--- src/rtl/pif_timestep_ctrl.sv ---
// -----------------------------------------------------------------------------
// pif_timestep_ctrl
//
// Sequencer for one point-neuron timestep. A start request latches the
// presynaptic spike vector. The controller then reads every synapse weight in
// turn and forwards only the weights of spiking inputs to the neuron adder. It
// waits for the adder pipeline to settle, strobes the membrane update, and
// finally captures the neuron's spike output.
//
// Timeline, with cycle 0 being the cycle in which start is accepted:
//   1 .. N            FEED     wRead=1, wAddr=k (k = cycle-1)
//   2 .. N+1          weightData carries the read data of spiking inputs
//   N+1 .. N+L        DRAIN    adder pipeline settles
//   N+L+1             UPDATE   updateEnable=1
//   N+L+2             CAPTURE  done=1; spikeOut samples spikeBuffer at its end
//
// Ports
//   clk           single rising-edge clock
//   reset         synchronous, active-low reset
//   start         one-cycle timestep request (ignored while busy)
//   spikeIn       presynaptic spike vector, sampled when start is accepted
//   wAddr/wRead   weight memory read port (data returns one cycle later)
//   wData         weight memory read data
//   weightData    gated weight stream to the neuron adder
//   updateEnable  one-cycle membrane update strobe
//   spikeBuffer   neuron spike output
//   spikeOut      neuron spike captured in the last completed timestep
//   busy          high in every state except IDLE
//   done          one-cycle completion pulse
//   spikeCount    (PIF_SPIKE_COUNT_EN only) saturating count of output spikes
//
// Build option: define PIF_SPIKE_COUNT_EN to add the spikeCount output.
// -----------------------------------------------------------------------------
module pif_timestep_ctrl #(
    parameter int NUM_INPUT   = 31,
    parameter int DATA_WIDTH  = 16,
    parameter int ADD_LATENCY = 6
) (
    input  logic                         clk,
    input  logic                         reset,
    input  logic                         start,
    input  logic [NUM_INPUT-1:0]         spikeIn,
    output logic [$clog2(NUM_INPUT)-1:0] wAddr,
    output logic                         wRead,
    input  logic [DATA_WIDTH-1:0]        wData,
    output logic [DATA_WIDTH-1:0]        weightData,
    output logic                         updateEnable,
    input  logic                         spikeBuffer,
    output logic                         spikeOut,
    output logic                         busy,
`ifdef PIF_SPIKE_COUNT_EN
    output logic [15:0]                  spikeCount,
`endif
    output logic                         done
);

    localparam int AW      = $clog2(NUM_INPUT);
    // One phase counter serves both FEED and DRAIN, so size it for the longer.
    localparam int CNT_MAX = (NUM_INPUT > ADD_LATENCY) ? NUM_INPUT : ADD_LATENCY;
    localparam int CW      = $clog2(CNT_MAX + 1);
    localparam logic [CW-1:0] FEED_LAST  = CW'(NUM_INPUT - 1);
    localparam logic [CW-1:0] DRAIN_LAST = CW'(ADD_LATENCY - 1);

    typedef enum logic [2:0] {
        IDLE,
        FEED,
        DRAIN,
        UPDATE,
        CAPTURE
    } state_t;

    state_t                 state_q;
    logic [NUM_INPUT-1:0]   spike_q;
    logic [CW-1:0]          phase_q;
    logic [AW-1:0]          waddr_q;
    logic                   wread_q;
    logic                   rd_valid_q;   // wData this cycle answers a FEED read
    logic                   rd_spike_q;   // that read belongs to a spiking input
    logic                   update_q;
    logic                   spike_out_q;
    logic                   busy_q;
    logic                   done_q;
    logic [DATA_WIDTH-1:0]  weight_data_d;

    always_ff @(posedge clk) begin
        if (!reset) begin
            state_q     <= IDLE;
            spike_q     <= '0;
            phase_q     <= '0;
            waddr_q     <= '0;
            wread_q     <= 1'b0;
            rd_valid_q  <= 1'b0;
            rd_spike_q  <= 1'b0;
            update_q    <= 1'b0;
            spike_out_q <= 1'b0;
            busy_q      <= 1'b0;
            done_q      <= 1'b0;
        end else begin
            update_q   <= 1'b0;
            done_q     <= 1'b0;
            // The read issued this cycle returns next cycle; remember whether
            // its synapse spiked so the returning word can be gated.
            rd_valid_q <= wread_q;
            rd_spike_q <= wread_q & spike_q[waddr_q];

            case (state_q)
                IDLE: begin
                    if (start) begin
                        state_q <= FEED;
                        spike_q <= spikeIn;
                        phase_q <= '0;
                        waddr_q <= '0;
                        wread_q <= 1'b1;
                        busy_q  <= 1'b1;
                    end
                end
                FEED: begin
                    if (phase_q == FEED_LAST) begin
                        state_q <= DRAIN;
                        phase_q <= '0;
                        waddr_q <= '0;
                        wread_q <= 1'b0;
                    end else begin
                        phase_q <= phase_q + CW'(1);
                        waddr_q <= waddr_q + AW'(1);
                    end
                end
                DRAIN: begin
                    if (phase_q == DRAIN_LAST) begin
                        state_q  <= UPDATE;
                        phase_q  <= '0;
                        update_q <= 1'b1;
                    end else begin
                        phase_q <= phase_q + CW'(1);
                    end
                end
                UPDATE: begin
                    state_q <= CAPTURE;
                    done_q  <= 1'b1;
                end
                CAPTURE: begin
                    state_q     <= IDLE;
                    busy_q      <= 1'b0;
                    spike_out_q <= spikeBuffer;
                end
                default: begin
                    state_q <= IDLE;
                    wread_q <= 1'b0;
                    waddr_q <= '0;
                    busy_q  <= 1'b0;
                end
            endcase
        end
    end

    // Pass-through of the returning word, forced to zero for non-spiking
    // synapses and whenever no read is outstanding.
    always_comb begin
        weight_data_d = '0;
        if (rd_valid_q && rd_spike_q) begin
            weight_data_d = wData;
        end
    end

`ifdef PIF_SPIKE_COUNT_EN
    logic [15:0] spike_count_q;

    always_ff @(posedge clk) begin
        if (!reset) begin
            spike_count_q <= '0;
        end else if (state_q == CAPTURE && spikeBuffer && spike_count_q != 16'hFFFF) begin
            spike_count_q <= spike_count_q + 16'd1;
        end
    end

    assign spikeCount = spike_count_q;
`endif

    assign wAddr        = waddr_q;
    assign wRead        = wread_q;
    assign weightData   = weight_data_d;
    assign updateEnable = update_q;
    assign spikeOut     = spike_out_q;
    assign busy         = busy_q;
    assign done         = done_q;

endmodule
--- config.mk ---
export PLATFORM = sky130hd
export DESIGN_NAME = pif_timestep_ctrl
export DESIGN_NICKNAME = d
export VERILOG_FILES = /design/src/rtl/pif_timestep_ctrl.sv
export SDC_FILE = /design/constraint.sdc
export NUM_CORES = 1
export LEC_CHECK = 0
export ABC_AREA = 1
export BUFFER_PORTS_ARGS = -buffer_cell sky130_fd_sc_hd__buf_2
export CORE_ASPECT_RATIO = 0.9
export CORE_MARGIN = 8
export CORE_UTILIZATION = 45
export CTS_BUF_LIST = sky130_fd_sc_hd__clkbuf_16
export DETAILED_ROUTE_END_ITERATION = 10
export GPL_ROUTABILITY_DRIVEN = 0
export HOLD_SLACK_MARGIN = 0.15
export PLACE_DENSITY = 0.75
export RECOVER_POWER = 100
export SLEW_MARGIN = 20
export SYNTH_ARGS = -nofsm -noshare
export SYNTH_HDL_FRONTEND = slang
export SYNTH_SLANG_ARGS = --single-unit
export TNS_END_PERCENT = 1
--- constraint.sdc ---
create_clock -name clk -period 1.7 [get_ports clk]
set_input_delay 0.17 -clock clk [delete_from_list [all_inputs] [get_ports clk]]
set_output_delay 0.17 -clock clk [all_outputs]
set_load 0.05 [all_outputs]
Word level (Yosys, flattened, before mapping)
Cells that the tools add are included.
Word-level totals
  bits in registers: 51
  input port bits: 51
Operators by class
  add/subtract/negate cells: 2
  magnitude comparators: 1
  equal/unequal tests: 9
  multiplexer cells: 19
  bitwise logic cells: 3
  reduce and logical (&&, ||, !) cells: 12
Operators with widths (count)
  $pmux W5 S3: 2
  $mux W5: 4
  $mux W16: 1
  $pmux W3 S4: 1
  $add A5 B1 Y5 const B: 2
  $reduce_and A2 Y1: 5
  $mux W3: 3
  $eq A3 B2 Y1 const B: 2
  $lt A5 B6 Y1 const B: 1
  $ne A2 B2 Y1 const B: 3
  $reduce_and A3 Y1: 2
  $reduce_or A3 Y1: 2
  $bmux W1 S5: 1
  $eq A5 B3 Y1 const B: 1
  $eq A5 B5 Y1 const B: 1
  $mux W1: 5
  $eq A3 B1 Y1 const B: 1
  $eq A3 B3 Y1 const B: 1
  $logic_not A3 Y1: 1
  $pmux W1 S3: 1
  $reduce_bool A3 Y1: 1
  $not A1 Y1: 2
  $pmux W1 S2: 1
  $and A1 B1 Y1: 1
  $logic_and A1 B1 Y1: 1

Depth between registers and ports, before layout
  depth in word-level cells: 4
  mapped depth: 11

Worst setup path after synthesis
OpenSTA, ideal clock, no wires.
  path kind: flip-flop to flip-flop
  start: register waddr_q[0] (netlist: wAddr[0])
  end: register rd_spike_q
  setup time: 0.113 ns
  arrival: 1.497 ns
  slack: 0.090 ns
  cell stages (with the launch flop): 12
  path buffers: 0
  period minus slack after synthesis: 1.610 ns
  cell sequence: dfxtp_1 inv_1 nand2_1 nand2_1 nand2_1 nand2_1 nand2_1 nand2_1 nor2_1 nand2_1 nand2_1 nor2_1
On the way
  word-level cells in the longest chain between the ends: 3
RTL lines
  from (decl): RTL line 75  | logic [AW-1:0] waddr_q;
  from (signal assigned): RTL line 125  | waddr_q <= waddr_q + AW'(1);
  $bmux W1 S5: RTL line 104  | rd_spike_q <= wread_q & spike_q[waddr_q];
  $mux W1 (not written as such): RTL line 104
  $and A1 B1 Y1: RTL line 104
  to (signal assigned): RTL line 104
  to (decl): RTL line 78  | logic rd_spike_q;
Every way passes these cells. The select of a mux whose other input is x is not followed.
A chain may end at the register's enable or synchronous reset.

Worst setup path after layout
  start: register waddr_q[0] (netlist: wAddr[0])
  end: output wAddr[0]
RTL lines
  to (decl): RTL line 43  | output logic [$clog2(NUM_INPUT)-1:0] wAddr,
No word-level cell between the ends.

==> impl_metrics.env <==
export IMPL_status="finished, final reports clean"
export IMPL_antenna_found_initial=0
export IMPL_finalWirelength_um=6652
export IMPL_grt_max_degree=51
export IMPL_r2r_setup_slack_ps=170
export IMPL_ant_nets=0
export IMPL_fin_tns_setup_ps=0
export IMPL_drt_pass1_iterations=4
export IMPL_htreeDepth=2
export IMPL_max_slew_margin_pct=35.64
export IMPL_grt_use_total_pct=16.32
export IMPL_final_cell_count_no_fill=524
export IMPL_hold_path_class="input pin to flip-flop"
export IMPL_grt_pass1_wl_um=10870
export IMPL_clk_pin_slew_ps=70
export IMPL_cap_viol_max_count=0
export IMPL_period_share_pct=93.14
export IMPL_crit_arrival_ps=1410
export IMPL_peakVddDrop_mv=0.7680
export IMPL_critPathKind="flip-flop to primary output"
export IMPL_numClockSinks=51
export IMPL_vias=2477
export IMPL_die_h_um=86.98
export IMPL_area_growth_pct=26.88
export IMPL_ys_types=28
export IMPL_synthCells=364
export IMPL_dp_cells=500
export IMPL_r2r_end="rd_spike_q"
export IMPL_clockBufferDepth=2
export IMPL_critPathLaunchType="flip-flop"
export IMPL_grt_ovfl_total=0
export IMPL_drive_gt1_share_pct=20.48
export IMPL_tightest_slew_ps=965.3
export IMPL_wl_per_cell_um=12.69
export IMPL_clk_latency_ps=290
export IMPL_cpMaxStageDelayCell="dfxtp_1"
export IMPL_multi_input_area_mm2=0.001156
export IMPL_grt_setup_unrepaired="false"
export IMPL_path_cells="clkbuf_2, clkbuf_2"
export IMPL_initial_core_util_pct=45.54
export IMPL_required_ps=1530
export IMPL_rr_worst_depth=8
export IMPL_first_iter_violations=117
export IMPL_routed_via_density=4.727
export IMPL_hold_ws_ps=155.7
export IMPL_die_area_mm2=0.008250
export IMPL_hold_path_end="spike_q[16]"
export IMPL_core_mm2=0.005530
export IMPL_crit_path_end_kind="primary output"
export IMPL_nets=508
export IMPL_ys_warn_count=0
export IMPL_rr_startpoint="wAddr[0]"
export IMPL_finalCriticalPeriod_ps=1583
export IMPL_yosysSeqAreaShare_pct=40.54
export IMPL_dp_hpwl_um=4852
export IMPL_power_density_mw_per_mm2=1357
export IMPL_fillers=530
export IMPL_cts_buffers=5
export IMPL_min_from="spikeIn[16]"
export IMPL_synth_fp_nets=419
export IMPL_finalInstanceArea_mm2=0.003196
export IMPL_drv_slew=0
export IMPL_dpl_instance_area_mm2=0.002923
export IMPL_drc=0
export IMPL_syn_cell_area_mm2=0.002519
export IMPL_crit_family="buffers and inverters"
export IMPL_cp_num_buf_inv=2
export IMPL_cpMostUsedCell="clkbuf_2"
export IMPL_port_buffers=76
export IMPL_grt_pass1_vias=2381
export IMPL_die_w_um=94.86
export IMPL_cts_root_buffer="clkbuf_16"
export IMPL_num_io_pins=77
export IMPL_rows=26
export IMPL_leakage_nw=1.588
export IMPL_finalPower_w=0.004335
export IMPL_skew_ps=7.372
export IMPL_path_max_fanout=11
export IMPL_hold_viol=0
export IMPL_seqCellArea_mm2=0.001021
export IMPL_syn_avg_cell_area_um2=6.919
export IMPL_fmax_ghz=0.6315
export IMPL_worst_path_largest_cell_delay_ps=480
export IMPL_cts_tree="done"
export IMPL_diodes=0
export IMPL_holdPathStages=3
export IMPL_finalSetupViolCount=0
export IMPL_postCtsSetupBuffers=0
export IMPL_synth_seq_cells=51
## logic make-up (layout without fill, tap and decap cells)
logic type / after synthesis / count (layout) / synth area share (%)
AO/OA/AOI/OAI: 73 / 73 / 15.30
adder cells (fa/ha/maj): 4 / 4 / 1.987
buffers and inverters: 78 / 168 / 13.16
flip-flops: 51 / 51 / 40.54
AND/OR/NAND/NOR: 158 / 158 / 29.01
## worst max path at each step
| stage | slack (ps) | from | endpoint | cells past startpoint |
|---|---|---|---|---|
| 3_5_place_dp | 180 | state_q[1] | spike_q[15] | 6 |
| 3_3_place_gp | 250 | state_q[1] | spike_q[28] | 6 |
| 4_1_cts | 140 | rd_spike_q | weightData[6] | 3 |
| 5_1_grt | 4 | rd_spike_q | weightData[6] | 3 |
| 6_report | 120 | wAddr[0] | wAddr[0] | 2 |
| 2_1_floorplan | 90 | wAddr[0] | rd_spike_q | 11 |
## flip-flops by register name (all words and copies together) (netlist names)
name	flops
phase_q	5
spike_q	31
updateEnable	1
wAddr	5
spikeOut	1
busy	1
rd_valid_q	1
done	1
state_q	3
wRead	1
rd_spike_q	1
## synthesized netlist by cell type
| cell type | n | area (um2) |
|---|---|---|
| nor3_1 | 3 | 15.01 |
| nand3b_1 | 1 | 7.510 |
| inv_4 | 2 | 12.51 |
| nand2_4 | 2 | 22.52 |
| nand3_2 | 2 | 20.02 |
| clkbuf_1 | 5 | 18.77 |
| o21ai_1 | 4 | 20.02 |
| o211ai_1 | 2 | 15.01 |
| nor2_2 | 2 | 12.51 |
| o21ai_4 | 1 | 16.27 |
| nand4_1 | 3 | 18.77 |
| ha_1 | 4 | 50.05 |
| nor2_4 | 2 | 22.52 |
| nand2_2 | 3 | 18.77 |
| dfxtp_1 | 51 | 1021 |
| nor3b_2 | 1 | 12.51 |
| a21oi_1 | 29 | 145.1 |
| nor2_8 | 2 | 40.04 |
| nor2_1 | 59 | 221.5 |
| inv_2 | 4 | 15.01 |
| buf_6 | 4 | 45.04 |
| nand2_1 | 59 | 221.5 |
| inv_1 | 60 | 225.2 |
| nor4_1 | 2 | 12.51 |
| nand3_1 | 17 | 85.08 |
| o21ai_0 | 36 | 180.2 |
| buf_2 | 3 | 15.01 |
| a21oi_2 | 1 | 8.760 |
## worst register-to-register path, cell delays in order, from the launching register on
cell and delay (ps):
dfxtp_1 480, clkbuf_2 310, nand2_1 90, nand3_1 130, nand3_1 90, nand2_1 60
nand3_1 70, nor2_1 120, nor2_1 60
## where the power goes
part,switching [W],leakage (nW),internal [W]
combinational,0.00118,1.09,0.000539
sequential,0.000152,0.419,0.00150
clock,0.000429,0.0762,0.000533
## cell usage in the layout, fill, tap and decap left out, types with 4 or more instances in the layout
master / synthesis / layout
inv_1: 60 / 63
nand2_1: 59 / 60
nor2_1: 59 / 60
dfxtp_1: 51 / 51
buf_2: 3 / 51
o21ai_0: 36 / 38
a21oi_1: 29 / 29
nand3_1: 17 / 17
clkbuf_2: 0 / 17
dlygate4sd3_1: 0 / 16
clkbuf_1: 5 / 10
clkbuf_16: 0 / 5
ha_1: 4 / 4
## per-layer routing
metal  share of wire, %  global-route usage (%)  wire length [um]
met1                 44                   18.78              2935
met2                 45                   27.97              3019
met3                9.1                   5.172               604
met4                1.4                   4.958                93
met5                  0                       0                 0
## repair_timing
| item | in CTS | in global routing |
|---|---|---|
| endpoints found under the hold margin | 16 | 0 |
| hold buffers | 16 | 0 |
| endpoints found under the setup margin | 0 | 8 |
| gates resized for setup | 0 | 1 |
## per-stage QoR
| step | utilization, % | setup slack, ps |
|---|---|---|
| floorplan | - | 90.40 |
| global placement | 52.85 | 254.3 |
| detailed placement | 52.85 | 178.0 |
| CTS | 58.24 | 143.9 |
| global route | 57.78 | 3.714 |
| finish | 57.78 | 116.6 |
## final cells by class
class	count	area share (%)
Clock buffer	5	3.915
Clock inverter	3	0.3915
Inverter	66	7.987
Multi-Input combinational cell	235	36.18
Sequential cell	51	31.95
Tap cell	70	2.741
Timing Repair Buffer	94	16.84
Power figures use the tool's default switching activity.
